File: src/rtl/uart_pkg.sv
// Shared types and constants for the UART transmit FIFO and its launch sequencer.
package uart_pkg;

   // Width of one UART payload byte.
   localparam int unsigned UART_DATA_W    = 8;

   // Number of cycles spent in WAIT_HI before a launch is treated as lost.
   localparam int unsigned LAUNCH_TIMEOUT = 4;

   // Width of the lost-launch cycle counter (counts 0..LAUNCH_TIMEOUT-1).
   localparam int unsigned TMO_W          = $clog2(LAUNCH_TIMEOUT);

   // Launch sequencer states.
   typedef enum logic [1:0] {
      IDLE    = 2'd0,
      LAUNCH  = 2'd1,
      WAIT_HI = 2'd2,
      WAIT_LO = 2'd3
   } tx_state_e;

endpackage : uart_pkg

File: src/rtl/uart_tx_fifo_if.sv
// CPU-write, status and serializer handshake signals of the UART transmit FIFO.
interface uart_tx_fifo_if #(
   parameter int unsigned DATA_W = 8,
   parameter int unsigned ADDR_W = 4
);

   logic              wr_en;
   logic [DATA_W-1:0] wr_data;
   logic              ovf_clr;
   logic              full;
   logic              empty;
   logic [ADDR_W:0]   level;
   logic              overflow;
   logic              tx_start;
   logic [DATA_W-1:0] tx_data;
   logic              tx_busy;
   logic              sending;

   // Bus side: the APB write path and the uart_tx serializer.
   modport master (
      output wr_en,
      output wr_data,
      output ovf_clr,
      output tx_busy,
      input  full,
      input  empty,
      input  level,
      input  overflow,
      input  tx_start,
      input  tx_data,
      input  sending
   );

   // FIFO side: the uart_tx_fifo block itself.
   modport slave (
      input  wr_en,
      input  wr_data,
      input  ovf_clr,
      input  tx_busy,
      output full,
      output empty,
      output level,
      output overflow,
      output tx_start,
      output tx_data,
      output sending
   );

endinterface : uart_tx_fifo_if

File: src/rtl/sync_fifo.sv
// Byte FIFO: register storage, wrapping pointers, level counter, full/empty and sticky overflow.
module sync_fifo
   import uart_pkg::*;
#(
   parameter int unsigned DEPTH  = 16,
   parameter int unsigned ADDR_W = 4,
   parameter int unsigned DATA_W = UART_DATA_W
) (
   input  logic              clk,
   input  logic              reset,
   input  logic              wr_en_i,
   input  logic [DATA_W-1:0] wr_data_i,
   input  logic              rd_en_i,
   input  logic              ovf_clr_i,
   output logic [DATA_W-1:0] rd_data_c_o,
   output logic              full_o,
   output logic              empty_o,
   output logic [ADDR_W:0]   level_o,
   output logic              overflow_o
);

   localparam int unsigned LVL_W = ADDR_W + 1;

   logic [DATA_W-1:0] mem_q [DEPTH];
   logic [ADDR_W-1:0] wr_ptr_q, wr_ptr_d;
   logic [ADDR_W-1:0] rd_ptr_q, rd_ptr_d;
   logic [LVL_W-1:0]  level_q, level_d;
   logic              full_q, full_d;
   logic              empty_q, empty_d;
   logic              ovf_q, ovf_d;
   logic              push_c;
   logic              pop_c;

   // Next-state for pointers, level, flags; a push while full is refused even alongside a pop.
   always_comb begin
      push_c   = wr_en_i && !full_q;
      pop_c    = rd_en_i && !empty_q;
      wr_ptr_d = wr_ptr_q;
      rd_ptr_d = rd_ptr_q;
      level_d  = level_q;
      ovf_d    = ovf_q;

      if (push_c) begin
         wr_ptr_d = wr_ptr_q + ADDR_W'(1);
      end
      if (pop_c) begin
         rd_ptr_d = rd_ptr_q + ADDR_W'(1);
      end

      case ({push_c, pop_c})
         2'b10:   level_d = level_q + LVL_W'(1);
         2'b01:   level_d = level_q - LVL_W'(1);
         default: level_d = level_q;
      endcase

      // Overflow set has priority over a same-cycle clear.
      if (wr_en_i && full_q) begin
         ovf_d = 1'b1;
      end else if (ovf_clr_i) begin
         ovf_d = 1'b0;
      end

      full_d  = (level_d == LVL_W'(DEPTH));
      empty_d = (level_d == '0);
   end

   // Pointer, level and flag registers.
   always_ff @(posedge clk) begin
      if (reset) begin
         wr_ptr_q <= '0;
         rd_ptr_q <= '0;
         level_q  <= '0;
         full_q   <= 1'b0;
         empty_q  <= 1'b1;
         ovf_q    <= 1'b0;
      end else begin
         wr_ptr_q <= wr_ptr_d;
         rd_ptr_q <= rd_ptr_d;
         level_q  <= level_d;
         full_q   <= full_d;
         empty_q  <= empty_d;
         ovf_q    <= ovf_d;
      end
   end

   // Storage write; contents need no reset since level gates every read.
   always_ff @(posedge clk) begin
      if (!reset && push_c) begin
         mem_q[wr_ptr_q] <= wr_data_i;
      end
   end

   assign rd_data_c_o = mem_q[rd_ptr_q];
   assign full_o      = full_q;
   assign empty_o     = empty_q;
   assign level_o     = level_q;
   assign overflow_o  = ovf_q;

endmodule : sync_fifo

File: src/rtl/uart_tx_fifo.sv
// Transmit FIFO plus launch sequencer feeding one byte at a time to the uart_tx serializer.
module uart_tx_fifo
   import uart_pkg::*;
#(
   parameter int unsigned DEPTH  = 16,
   parameter int unsigned ADDR_W = 4,
   parameter int unsigned DATA_W = UART_DATA_W
) (
   input  logic           clk,
   input  logic           reset,
   uart_tx_fifo_if.slave  tx_if
);

   tx_state_e         state_q, state_d;
   logic [TMO_W-1:0]  tmo_q, tmo_d;
   logic              tx_start_q, tx_start_d;
   logic [DATA_W-1:0] tx_data_q, tx_data_d;
   logic              sending_q, sending_d;
   logic              pop_c;
   logic [DATA_W-1:0] fifo_rd_data_c;
   logic              fifo_full;
   logic              fifo_empty;
   logic [ADDR_W:0]   fifo_level;
   logic              fifo_ovf;

   sync_fifo #(
      .DEPTH  (DEPTH),
      .ADDR_W (ADDR_W),
      .DATA_W (DATA_W)
   ) u_fifo (
      .clk         (clk),
      .reset       (reset),
      .wr_en_i     (tx_if.wr_en),
      .wr_data_i   (tx_if.wr_data),
      .rd_en_i     (pop_c),
      .ovf_clr_i   (tx_if.ovf_clr),
      .rd_data_c_o (fifo_rd_data_c),
      .full_o      (fifo_full),
      .empty_o     (fifo_empty),
      .level_o     (fifo_level),
      .overflow_o  (fifo_ovf)
   );

   // Sequencer next-state: pop in IDLE, pulse in LAUNCH, then track the serializer's busy.
   always_comb begin
      state_d   = state_q;
      tmo_d     = tmo_q;
      tx_data_d = tx_data_q;
      pop_c     = 1'b0;

      case (state_q)
         IDLE: begin
            if (!fifo_empty) begin
               pop_c     = 1'b1;
               tx_data_d = fifo_rd_data_c;
               state_d   = LAUNCH;
            end
         end
         LAUNCH: begin
            tmo_d   = '0;
            state_d = WAIT_HI;
         end
         WAIT_HI: begin
            // A launch the serializer never acknowledges is abandoned; the byte stays consumed.
            if (tx_if.tx_busy) begin
               state_d = WAIT_LO;
            end else if (tmo_q == TMO_W'(LAUNCH_TIMEOUT - 1)) begin
               state_d = IDLE;
            end else begin
               tmo_d = tmo_q + TMO_W'(1);
            end
         end
         WAIT_LO: begin
            if (!tx_if.tx_busy) begin
               state_d = IDLE;
            end
         end
         default: begin
            state_d = IDLE;
         end
      endcase

      tx_start_d = (state_d == LAUNCH);
      sending_d  = (state_d != IDLE);
   end

   // Sequencer state and registered outputs.
   always_ff @(posedge clk) begin
      if (reset) begin
         state_q    <= IDLE;
         tmo_q      <= '0;
         tx_start_q <= 1'b0;
         tx_data_q  <= '0;
         sending_q  <= 1'b0;
      end else begin
         state_q    <= state_d;
         tmo_q      <= tmo_d;
         tx_start_q <= tx_start_d;
         tx_data_q  <= tx_data_d;
         sending_q  <= sending_d;
      end
   end

   assign tx_if.tx_start = tx_start_q;
   assign tx_if.tx_data  = tx_data_q;
   assign tx_if.sending  = sending_q;
   assign tx_if.full     = fifo_full;
   assign tx_if.empty    = fifo_empty;
   assign tx_if.level    = fifo_level;
   assign tx_if.overflow = fifo_ovf;

endmodule : uart_tx_fifo

File: src/flat_wrapper.sv
// flat-port wrapper written by rule: the top's interface ports become plain ports
module uart_tx_fifo_flat import uart_pkg::*;
#(
   parameter int unsigned DEPTH  = 16,
   parameter int unsigned ADDR_W = 4,
   parameter int unsigned DATA_W = UART_DATA_W
)
  (clk, reset, tx_if_wr_en, tx_if_wr_data, tx_if_ovf_clr, tx_if_tx_busy, tx_if_full, tx_if_empty, tx_if_level, tx_if_overflow, tx_if_tx_start, tx_if_tx_data, tx_if_sending);
  uart_tx_fifo_if #(.DATA_W(DATA_W), .ADDR_W(ADDR_W)) tx_if_i ();
  input  logic clk;
  input  logic reset;
  input wire logic [$bits(tx_if_i.wr_en)-1:0] tx_if_wr_en;
  input wire logic [$bits(tx_if_i.wr_data)-1:0] tx_if_wr_data;
  input wire logic [$bits(tx_if_i.ovf_clr)-1:0] tx_if_ovf_clr;
  input wire logic [$bits(tx_if_i.tx_busy)-1:0] tx_if_tx_busy;
  output wire logic [$bits(tx_if_i.full)-1:0] tx_if_full;
  output wire logic [$bits(tx_if_i.empty)-1:0] tx_if_empty;
  output wire logic [$bits(tx_if_i.level)-1:0] tx_if_level;
  output wire logic [$bits(tx_if_i.overflow)-1:0] tx_if_overflow;
  output wire logic [$bits(tx_if_i.tx_start)-1:0] tx_if_tx_start;
  output wire logic [$bits(tx_if_i.tx_data)-1:0] tx_if_tx_data;
  output wire logic [$bits(tx_if_i.sending)-1:0] tx_if_sending;
  assign tx_if_i.wr_en = tx_if_wr_en;
  assign tx_if_i.wr_data = tx_if_wr_data;
  assign tx_if_i.ovf_clr = tx_if_ovf_clr;
  assign tx_if_i.tx_busy = tx_if_tx_busy;
  assign tx_if_full = tx_if_i.full;
  assign tx_if_empty = tx_if_i.empty;
  assign tx_if_level = tx_if_i.level;
  assign tx_if_overflow = tx_if_i.overflow;
  assign tx_if_tx_start = tx_if_i.tx_start;
  assign tx_if_tx_data = tx_if_i.tx_data;
  assign tx_if_sending = tx_if_i.sending;
  uart_tx_fifo #(.DEPTH(DEPTH), .ADDR_W(ADDR_W), .DATA_W(DATA_W)) u_core (.clk(clk), .reset(reset), .tx_if(tx_if_i));
endmodule
File: config.mk
export PLATFORM = sky130hd
export DESIGN_NAME = uart_tx_fifo_flat
export DESIGN_NICKNAME = d
export VERILOG_FILES = /design/src/rtl/uart_pkg.sv /design/src/rtl/uart_tx_fifo_if.sv /design/src/rtl/sync_fifo.sv /design/src/rtl/uart_tx_fifo.sv /design/src/flat_wrapper.sv
export SDC_FILE = /design/constraint.sdc
export NUM_CORES = 1
export LEC_CHECK = 0
export CORE_ASPECT_RATIO = 0.75
export CORE_MARGIN = 4
export CORE_UTILIZATION = 30
export CTS_CLUSTER_DIAMETER = 120
export CTS_CLUSTER_SIZE = 25
export DETAILED_ROUTE_END_ITERATION = 10
export HOLD_SLACK_MARGIN = 0.06
export PLACE_DENSITY_LB_ADDON = 0.2
export SYNTH_ARGS = -nofsm -noshare
export SYNTH_HDL_FRONTEND = slang
export SYNTH_SLANG_ARGS = --single-unit
File: constraint.sdc
create_clock -name clk -period 9.05 [get_ports clk]
set_clock_uncertainty 0.2 [all_clocks]
set_input_delay 0.905 -clock clk [delete_from_list [all_inputs] [get_ports clk]]
set_output_delay 0.905 -clock clk [all_outputs]
set_load 0.02 [all_outputs]
==> impl_metrics.tcl, run 1 <==
set metrics [dict create \
    grt_pass1_wl_um 21200 \
    grt_usage_pct 12.4 \
    dpl_worst_slack_ns 4.61 \
    crit_chain "clkdlybuf4s50_1, nor2b_1, inv_2, nand2_1, xnor2_1, ha_1, o21a_1, o211ai_1, a22oi_1, or4_4, a2111oi_4" \
    arrival_ns 4.14 \
    diodes 0 \
    post_cts_resized 0 \
    cp.required_ns 9.18 \
    ant_nets 0 \
    row_count 45 \
    port_buffers 30 \
    powerDensity_nw_per_um2 271 \
    hold_path_class "reg -> reg" \
    tightestPinTransition_ns 1.12 \
    start_kind "input pin" \
    slew_violations 0 \
    antenna_found_initial 0 \
    setup-tns-final_ns 0 \
    max_cap_violations 0 \
    clk_pin_slew_ns 0.06 \
    layout_worst_path_cycle_share_pct 44.4 \
    grt_pass1_vias 3374 \
    status "finished, final reports clean" \
    fin_crit_ns 4.01 \
    setup_viol 0 \
    final_common_cell "edfxtp_1" \
    start_util_pct 31.0 \
    synth-seq-area-share_pct 69.8 \
    holdBufCountCts 0 \
    numCtsBuffers 17 \
    met1_length_um 6880 \
    rsz0062_at_grt "false" \
    clkSinkCount 158 \
    drc 0 \
    grt_start_max_net_pins 36 \
    vias 3380 \
    layout.nets 435 \
    top_layer "met4" \
    cpPeakStageDelay_ns 0.63 \
    ys_types 46 \
    dp_hpwl_um 9240 \
    wl_met2_um 6190 \
    drtIter0Drc 275 \
    final_cell_mix "edfxtp_1 (128), mux4_2 (40), nand2_1 (34), nor2_1 (31), clkdlybuf4s50_1 (30)" \
    cts_tree "done" \
    cts_setup_buffers 0 \
    ioPinCount 31 \
    cpMaxStageDelayCell "nor2b_1" \
    ys_async_sr_fraction_pct 0 \
    routed_wl_um 14000 \
    core-area_um2 20600 \
    synth-seq-cells 158 \
    wire_per_inst_um 19.7 \
    fp.dieH_um 134 \
    power.leakage_uw 0.00237 \
    grt-ovfl-total 0 \
    ir_drop_mv 0.0881 \
    gp_congestion 0.796 \
    ys_warn_count 0 \
    syn_inst 376 \
    drive_gt1_share_pct 21.3 \
    fin_ws_ns 5.04 \
    die_w_um 176 \
    viasPerCell 4.77 \
    cts-root-buf "clkbuf_16" \
    final_hold_viol_count 0 \
    clk_latency_ns 0.42 \
    cts_max_level 4 \
    cts_buffer_depth 2 \
    netlist_area_um2 6370 \
    area_delta_synth_final_pct 18.8 \
    critical_path_peak_fanout 9 \
    fillers 1906 \
    syn_area_per_cell_um2 16.9 \
    critPathKind "in -> reg" \
    slew_headroom_pct 25.3 \
    synthFlopType "edfxtp_1" \
    cp-end-kind "flip-flop" \
    dieArea_um2 23700 \
    fmax_mhz 249 \
    synth_fp_nets 397 \
    synth-edff-count 128 \
    met3_length_um 733 \
    dr.pass1.iters 4 \
]
[per-stage QoR]
step | total power [uW] | util (%) | instance area, um^2 | instances | hold slack (ns)
6_report | 2050 | 36.8 | 7570 | 709 | 0.255
5_1_grt | 2150 | 36.8 | 7570 | 709 | 0.282
4_1_cts | 2080 | 36.8 | 7570 | 709 | 0.262
3_5_place_dp | 1400 | 34.1 | 7010 | 677 | 0.253
3_3_place_gp | 1390 | 34.1 | 7010 | 677 | 0.247
2_1_floorplan | 1240 | - | 6370 | 376 | 0.282
[worst max-delay path: cells and delay by family]
| family | cells | cell delay [ns] |
|---|---|---|
| buf+inv | 2 | 0.69 |
| xor+xnor | 1 | 0.08 |
| simple gates | 3 | 1.35 |
| compound gates | 4 | 0.85 |
| fa+ha+maj | 1 | 0.26 |
[final cells by class]
type | instances | area [um^2] | share of cell area [%]
clock buffers | 19 | 433 | 5.72
multi-input cells | 190 | 1800 | 23.8
well taps | 282 | 353 | 4.66
repair buffers | 41 | 383 | 5.06
flip-flops and latches | 158 | 4450 | 58.7
clock inverters | 13 | 124 | 1.64
inverters | 6 | 25.0 | 0.331
[where the power goes]
part	total, uW	internal [uW]	switching, uW
Combinational	509	238	271
Sequential	866	826	39.9
Clock	675	401	274
[cells by family (layout without fill, tap and decap cells)]
kind of cell    Yosys count  count (layout)  share of synthesized area (%)
compound gates           40              40                           4.64
mux                      42              42                           14.5
simple gates             91              91                           6.38
buf+inv                  28              79                           1.91
xor+xnor                  9               9                           1.24
fa+ha+maj                 8               8                           1.57
flops                   158             158                           69.8
[layer usage]
metal,vias up,global-route usage (%)
met4,0,3.77
li1,1540,-
met2,73,17.5
met1,1750,18.8
met5,-,0
met3,17,3.16
[Yosys cell counts (3+ instances only)]
master,n,area share [%]
nor2_1,31,1.8
nand2b_1,5,0.49
xnor2_1,4,0.55
a22oi_1,3,0.35
edfxtp_1,128,60
ha_1,8,1.6
nand2_1,34,2.0
nand4_1,3,0.29
nor3_1,7,0.55
buf_2,5,0.39
a21oi_1,18,1.4
mux4_2,40,14
clkbuf_1,14,0.82
xor2_1,5,0.69
dfxtp_1,30,9.4
inv_1,4,0.24
[registers in the layout (all words and copies together) (netlist names)]
name                      count
u_core.tx_if.tx_start         1
u_core.u_fifo.empty_o         1
u_core.tmo_q                  2
u_core.u_fifo.mem_q         128
u_core.u_fifo.rd_ptr_q        4
u_core.state_q                2
u_core.u_fifo.level_o         5
u_core.tx_if.tx_data          8
u_core.u_fifo.overflow_o      1
u_core.u_fifo.full_o          1
u_core.tx_if.sending          1
u_core.u_fifo.wr_ptr_q        4
[worst paths after layout]
path | to | slack [ns] | start | cells past startpoint
setup / recovery | u_core.u_fifo.full_o | 5.04 | tx_if_wr_en | 11
hold / removal | u_core.tx_if.tx_data[2] | 0.26 | u_core.tx_if.tx_data[2] | 2
setup reg to reg | u_core.u_fifo.full_o | 5.42 | u_core.state_q[0] | 10
hold reg to reg | u_core.tx_if.tx_data[2] | 0.26 | u_core.tx_if.tx_data[2] | 2
(Power assumes the default switching activity.)
==> run 2: changes to the inputs <==
Clock period 9.05 ns to 3.6 ns, I/O delays scaled along.
==> impl_metrics.tcl, run 2 (synthesis results as in run 1) <==
set metrics [dict create \
    max_cap_violations 0 \
    die_w_um 176 \
    tightestPinTransition_ns 0.674 \
    drive_gt1_share_pct 23.3 \
    grt_pass1_vias 3423 \
    ant_nets 0 \
    totalPowerFinal_uw 5410 \
    cts_buffer_depth 2 \
    slew_violations 0 \
    fp.dieH_um 134 \
    holdBufCountCts 0 \
    clk_pin_slew_ns 0.06 \
    row_count 45 \
    port_buffers 30 \
    setup-tns-final_ns 0 \
    grt_pass1_wl_um 21200 \
    cp.required_ns 3.73 \
    arrival_ns 3.38 \
    final_hold_viol_count 0 \
    rsz0062_at_grt "false" \
    dr.pass1.iters 4 \
    largest_reg_flops 128 \
    numCtsBuffers 17 \
    fin_crit_ns 3.25 \
    critical_path_peak_fanout 19 \
    drc 0 \
    vias 3388 \
    viasPerCell 4.71 \
    area_delta_synth_final_pct 21.3 \
    met3_length_um 522 \
    cts-root-buf "clkbuf_16" \
    final_cell_mix "edfxtp_1 (128), mux4_2 (40), nand2_1 (34), nor2_1 (31), clkdlybuf4s50_1 (30)" \
    diodes 0 \
    slew_headroom_pct 55.0 \
    critPathKind "reg -> reg" \
    drtIter0Drc 332 \
    grt_usage_pct 12.3 \
    cts_tree "done" \
    start_kind "flip-flop" \
    hold_path_class "reg -> reg" \
    multi_input_area_um2 1800 \
    wire_per_inst_um 19.2 \
    antenna_found_initial 0 \
    met1_length_um 7300 \
    grt_start_max_net_pins 36 \
    post_cts_resized 0 \
    layout_worst_path_cycle_share_pct 90.3 \
    cts_setup_buffers 0 \
    wl_met2_um 5870 \
    clkSinkCount 158 \
    cts_max_level 4 \
    top_layer "met4" \
    routed_wl_um 13800 \
    cp-end-kind "flip-flop" \
    regMostFlops "u_core.u_fifo.mem_q" \
    dp_hpwl_um 8950 \
    layout.nets 445 \
    grt-ovfl-total 0 \
    utilization_pct 37.6 \
    seqCellArea_um2 4450 \
    start_util_pct 31.0 \
    ioPinCount 31 \
    placed_area_um2 7100 \
    ir_drop_mv 0.280 \
    gp_congestion 0.771 \
    fmax_mhz 308 \
    final_common_cell "edfxtp_1" \
    status "finished, final reports clean" \
    fillers 1895 \
    setup_viol 0 \
    dieArea_um2 23700 \
    core-area_um2 20600 \
    power.leakage_uw 0.00247 \
    powerDensity_nw_per_um2 701 \
    clk_latency_ns 0.42 \
    finalInstanceArea_um2 7730 \
]
==> run 2: changes by cell type in the layout (fill, tap and decap cells not counted), sizes merged <==
cell	previous run	this run
buf	11	21
bufinv	2	5
clkinvlp	4	2
clkinv	7	6
==> run 2: area by class of cell <==
class	count	area share, %
flip-flops and latches	158	57.5
clock inverters	13	2.53
well taps	282	4.57
repair buffers	51	6.09
clock buffers	19	5.60
inverters	6	0.324
multi-input cells	190	23.4
==> run 2: power breakdown <==
part           total (uW)  internal (uW)  leakage [uW]  switching, uW
Sequential           2180           2080       0.00140           97.8
Clock                1920           1220      0.000304            697
Combinational        1320            621      0.000762            699
Total                5410           3920       0.00247           1490
==> run 2: metrics by stage <==
step                      instances  setup slack [ns]  hold WS, ns
after floorplan                 376             0.610        0.240
after global placement          687             0.356        0.248
after detailed placement        687             0.288        0.253
after CTS                       719             0.357        0.261
after global routing            719             0.207        0.283
final                           719             0.349        0.256
==> run 2: worst paths after layout <==
path / startpoint / end / slack (ns) / cells past startpoint
worst max-delay path: u_core.state_q[0] / u_core.u_fifo.full_o / 0.35 / 10
worst min-delay path: u_core.tx_if.tx_data[7] / u_core.tx_if.tx_data[7] / 0.26 / 2
worst max register to register: u_core.state_q[0] / u_core.u_fifo.full_o / 0.35 / 10
worst min register to register: u_core.tx_if.tx_data[7] / u_core.tx_if.tx_data[7] / 0.26 / 2
==> run 2: per-layer routing <==
layer,vias to the layer above,global-route usage (%)
li1,1563,-
met3,9,3.49
met5,-,0
met2,77,16.9
met1,1739,18.7
met4,0,3.64
==> run 2: worst max-delay path, cell delays in order (launching register included) <==
cell and delay (ns):
dfxtp_1 0.37, or3_1 0.45, inv_4 0.19, nand2_1 0.13, xnor2_1 0.14, ha_1 0.25
o21a_1 0.19, o211ai_1 0.19, a22oi_1 0.18, or4_4 0.53, a2111oi_4 0.34
==> run 3: changes to the inputs <==
Settings changed: ABC_AREA set to 1, HOLD_SLACK_MARGIN 0.06 to not set.
==> impl_metrics.tcl, run 3 <==
set metrics [dict create \
    cp_top_family "flip-flops" \
    cts_buffer_depth 2 \
    ys_types 33 \
    viasPerCell 4.80 \
    grt_pass1_wl_um 24900 \
    regMostFlops "u_core.u_fifo.mem_q" \
    whs_ns 0.277 \
    dp_hpwl_um 10100 \
    gp_congestion 0.814 \
    max_cap_violations 0 \
    synth_compound_area_share_pct 12.1 \
    slew_violations 0 \
    post_cts_resized 0 \
    syn_area_per_cell_um2 11.6 \
    netlist_area_um2 6470 \
    syn_inst 557 \
    fin_crit_ns 2.75 \
    yosys.area.top_type "edfxtp_1" \
    grt_pass1_vias 4248 \
    layout.nets 617 \
    synthMuxAreaShare_pct 0 \
    clk_latency_ns 0.42 \
    clkSinkCount 158 \
    powerDensity_nw_per_um2 699 \
    area_delta_synth_final_pct 19.0 \
    cts_setup_buffers 0 \
    drtIter0Drc 349 \
    ys_async_sr_fraction_pct 0 \
    synth_top_family_by_area "simple AND/OR/NAND/NOR gates" \
    synthFlopType "edfxtp_1" \
    setup-tns-final_ns 0 \
    path_buf_inv 3 \
    fmax_mhz 364 \
    critical_path_peak_fanout 40 \
    yosys-top-cells-count "edfxtp_1 (128), nor2_1 (100), o21ai_0 (66), inv_1 (37)" \
    final-instance-count-excl-fill 897 \
    synth_fp_nets 578 \
    numPlacedInstances 865 \
    grt_usage_pct 13.9 \
    synth-seq-area-share_pct 68.7 \
    wire_per_inst_um 18.0 \
    clk_pin_slew_ns 0.06 \
    ant_nets 0 \
    holdBufCountCts 0 \
    dr.pass1.iters 5 \
    core-area_um2 21200 \
    setup_viol 0 \
    start_util_pct 30.5 \
    synth_fa_ha_area_share_pct 1.55 \
    antenna_found_initial 0 \
    final_common_cell "edfxtp_1" \
    status "finished, final reports clean" \
    critPathKind "reg -> reg" \
    final_hold_viol_count 0 \
    synthXorXnorAreaFrac_pct 0.387 \
    slew_headroom_pct 31.3 \
    cp-end-kind "flip-flop" \
    ys_warn_count 0 \
    hold_path_class "reg -> reg" \
    cts-root-buf "clkbuf_16" \
    ioPinCount 31 \
    tightestPinTransition_ns 1.03 \
    rsz0062_at_grt "false" \
    synth_top_area_share_pct 59.4 \
    cpMaxStageDelayCell "dfxtp_1" \
    cts_tree "done" \
    crit_chain "inv_1, buf_12, nor2_1, o21ai_0, o211ai_1, nand3_1, nand3_1, o211ai_1, inv_1" \
    yosysMostFrequentCell "edfxtp_1" \
    layout_worst_path_cycle_share_pct 76.3 \
    cpPeakStageDelay_ns 0.85 \
    ir_drop_mv 0.336 \
    diodes 0 \
    power.leakage_uw 0.00264 \
    drive_gt1_share_pct 9.69 \
    grt-ovfl-total 0 \
    drc 0 \
    cp.required_ns 3.77 \
    arrival_ns 2.91 \
    routed_wl_um 16100 \
    row_count 46 \
    dieArea_um2 24000 \
    largest_reg_flops 128 \
    die_w_um 178 \
    grt_start_max_net_pins 67 \
    synthSimpleGateAreaFrac_pct 12.6 \
    cts_max_level 4 \
    start_kind "flip-flop" \
    vias 4306 \
    synth_area_leaders "edfxtp_1 (59%), dfxtp_1 (9.3%), nor2_1 (5.8%)" \
    utilization_pct 36.3 \
    numCtsBuffers 17 \
    synth-edff-count 128 \
    final_cell_mix "edfxtp_1 (128), nor2_1 (100), o21ai_0 (66), inv_1 (37)" \
    port_buffers 30 \
    synth-seq-cells 158 \
    fp.dieH_um 135 \
]
run 3: final timing paths:
| check | slack [ns] | cells after the start | to | start |
|---|---|---|---|---|
| worst max register to register | 0.85 | 9 | u_core.tx_if.tx_data[6] | u_core.u_fifo.rd_ptr_q[1] |
| worst min-delay path | 0.28 | 2 | u_core.tmo_q[1] | u_core.tmo_q[1] |
| worst min register to register | 0.28 | 2 | u_core.tmo_q[1] | u_core.tmo_q[1] |
| worst max-delay path | 0.85 | 9 | u_core.tx_if.tx_data[6] | u_core.u_fifo.rd_ptr_q[1] |
run 3: worst min-delay path: cells and delay by family (launching register included):
family	cells	cell delay (ns)
AND/OR/NAND/NOR	1	0.06
flip-flops	1	0.31
AO/OA/AOI/OAI	1	0.06
run 3: metrics by stage:
step / power [uW] / worst slack, ns / cell area [um^2]
finish: 5380 / 0.854 / 7700
global route: 5670 / 0.661 / 7700
CTS: 5440 / 0.924 / 7700
detailed placement: 3720 / 0.909 / 7130
global placement: 3720 / 0.942 / 7130
floorplan: 3240 / 1.31 / 6470
run 3: area by class of cell:
cell class | instances | area, um^2
Sequential cell | 158 | 4450
Clock inverter | 15 | 136
Fill cell | 2109 | 13500
Timing Repair Buffer | 49 | 455
Tap cell | 288 | 360
Clock buffer | 17 | 425
Multi-Input combinational cell | 329 | 1720
Inverter | 41 | 154
run 3: cell families (layout without fill, tap and decap cells):
group | after synthesis | count (layout)
flip-flops | 158 | 158
AND/OR/NAND/NOR | 189 | 189
AO/OA/AOI/OAI | 130 | 130
adder cells (fa/ha/maj) | 8 | 8
XOR/XNOR | 2 | 2
buffers and inverters | 70 | 122
run 3: metal layers:
layer / up-vias / share of wire, % / routed length [um] / track usage (%)
met5: - / 0 / 0 / 0
met4: 0 / 1.7 / 268 / 4.85
met3: 17 / 3.8 / 605 / 2.73
met2: 89 / 46 / 7480 / 22.3
met1: 2117 / 48 / 7780 / 18.9
li1: 2083 / - / - / -
run 3: report_power, final:
part           switching, uW  leakage (uW)  total (uW)  internal [uW]
Sequential               131       0.00140        2230           2090
Combinational            938      0.000974        1450            508
Clock                    752      0.000267        1710            960
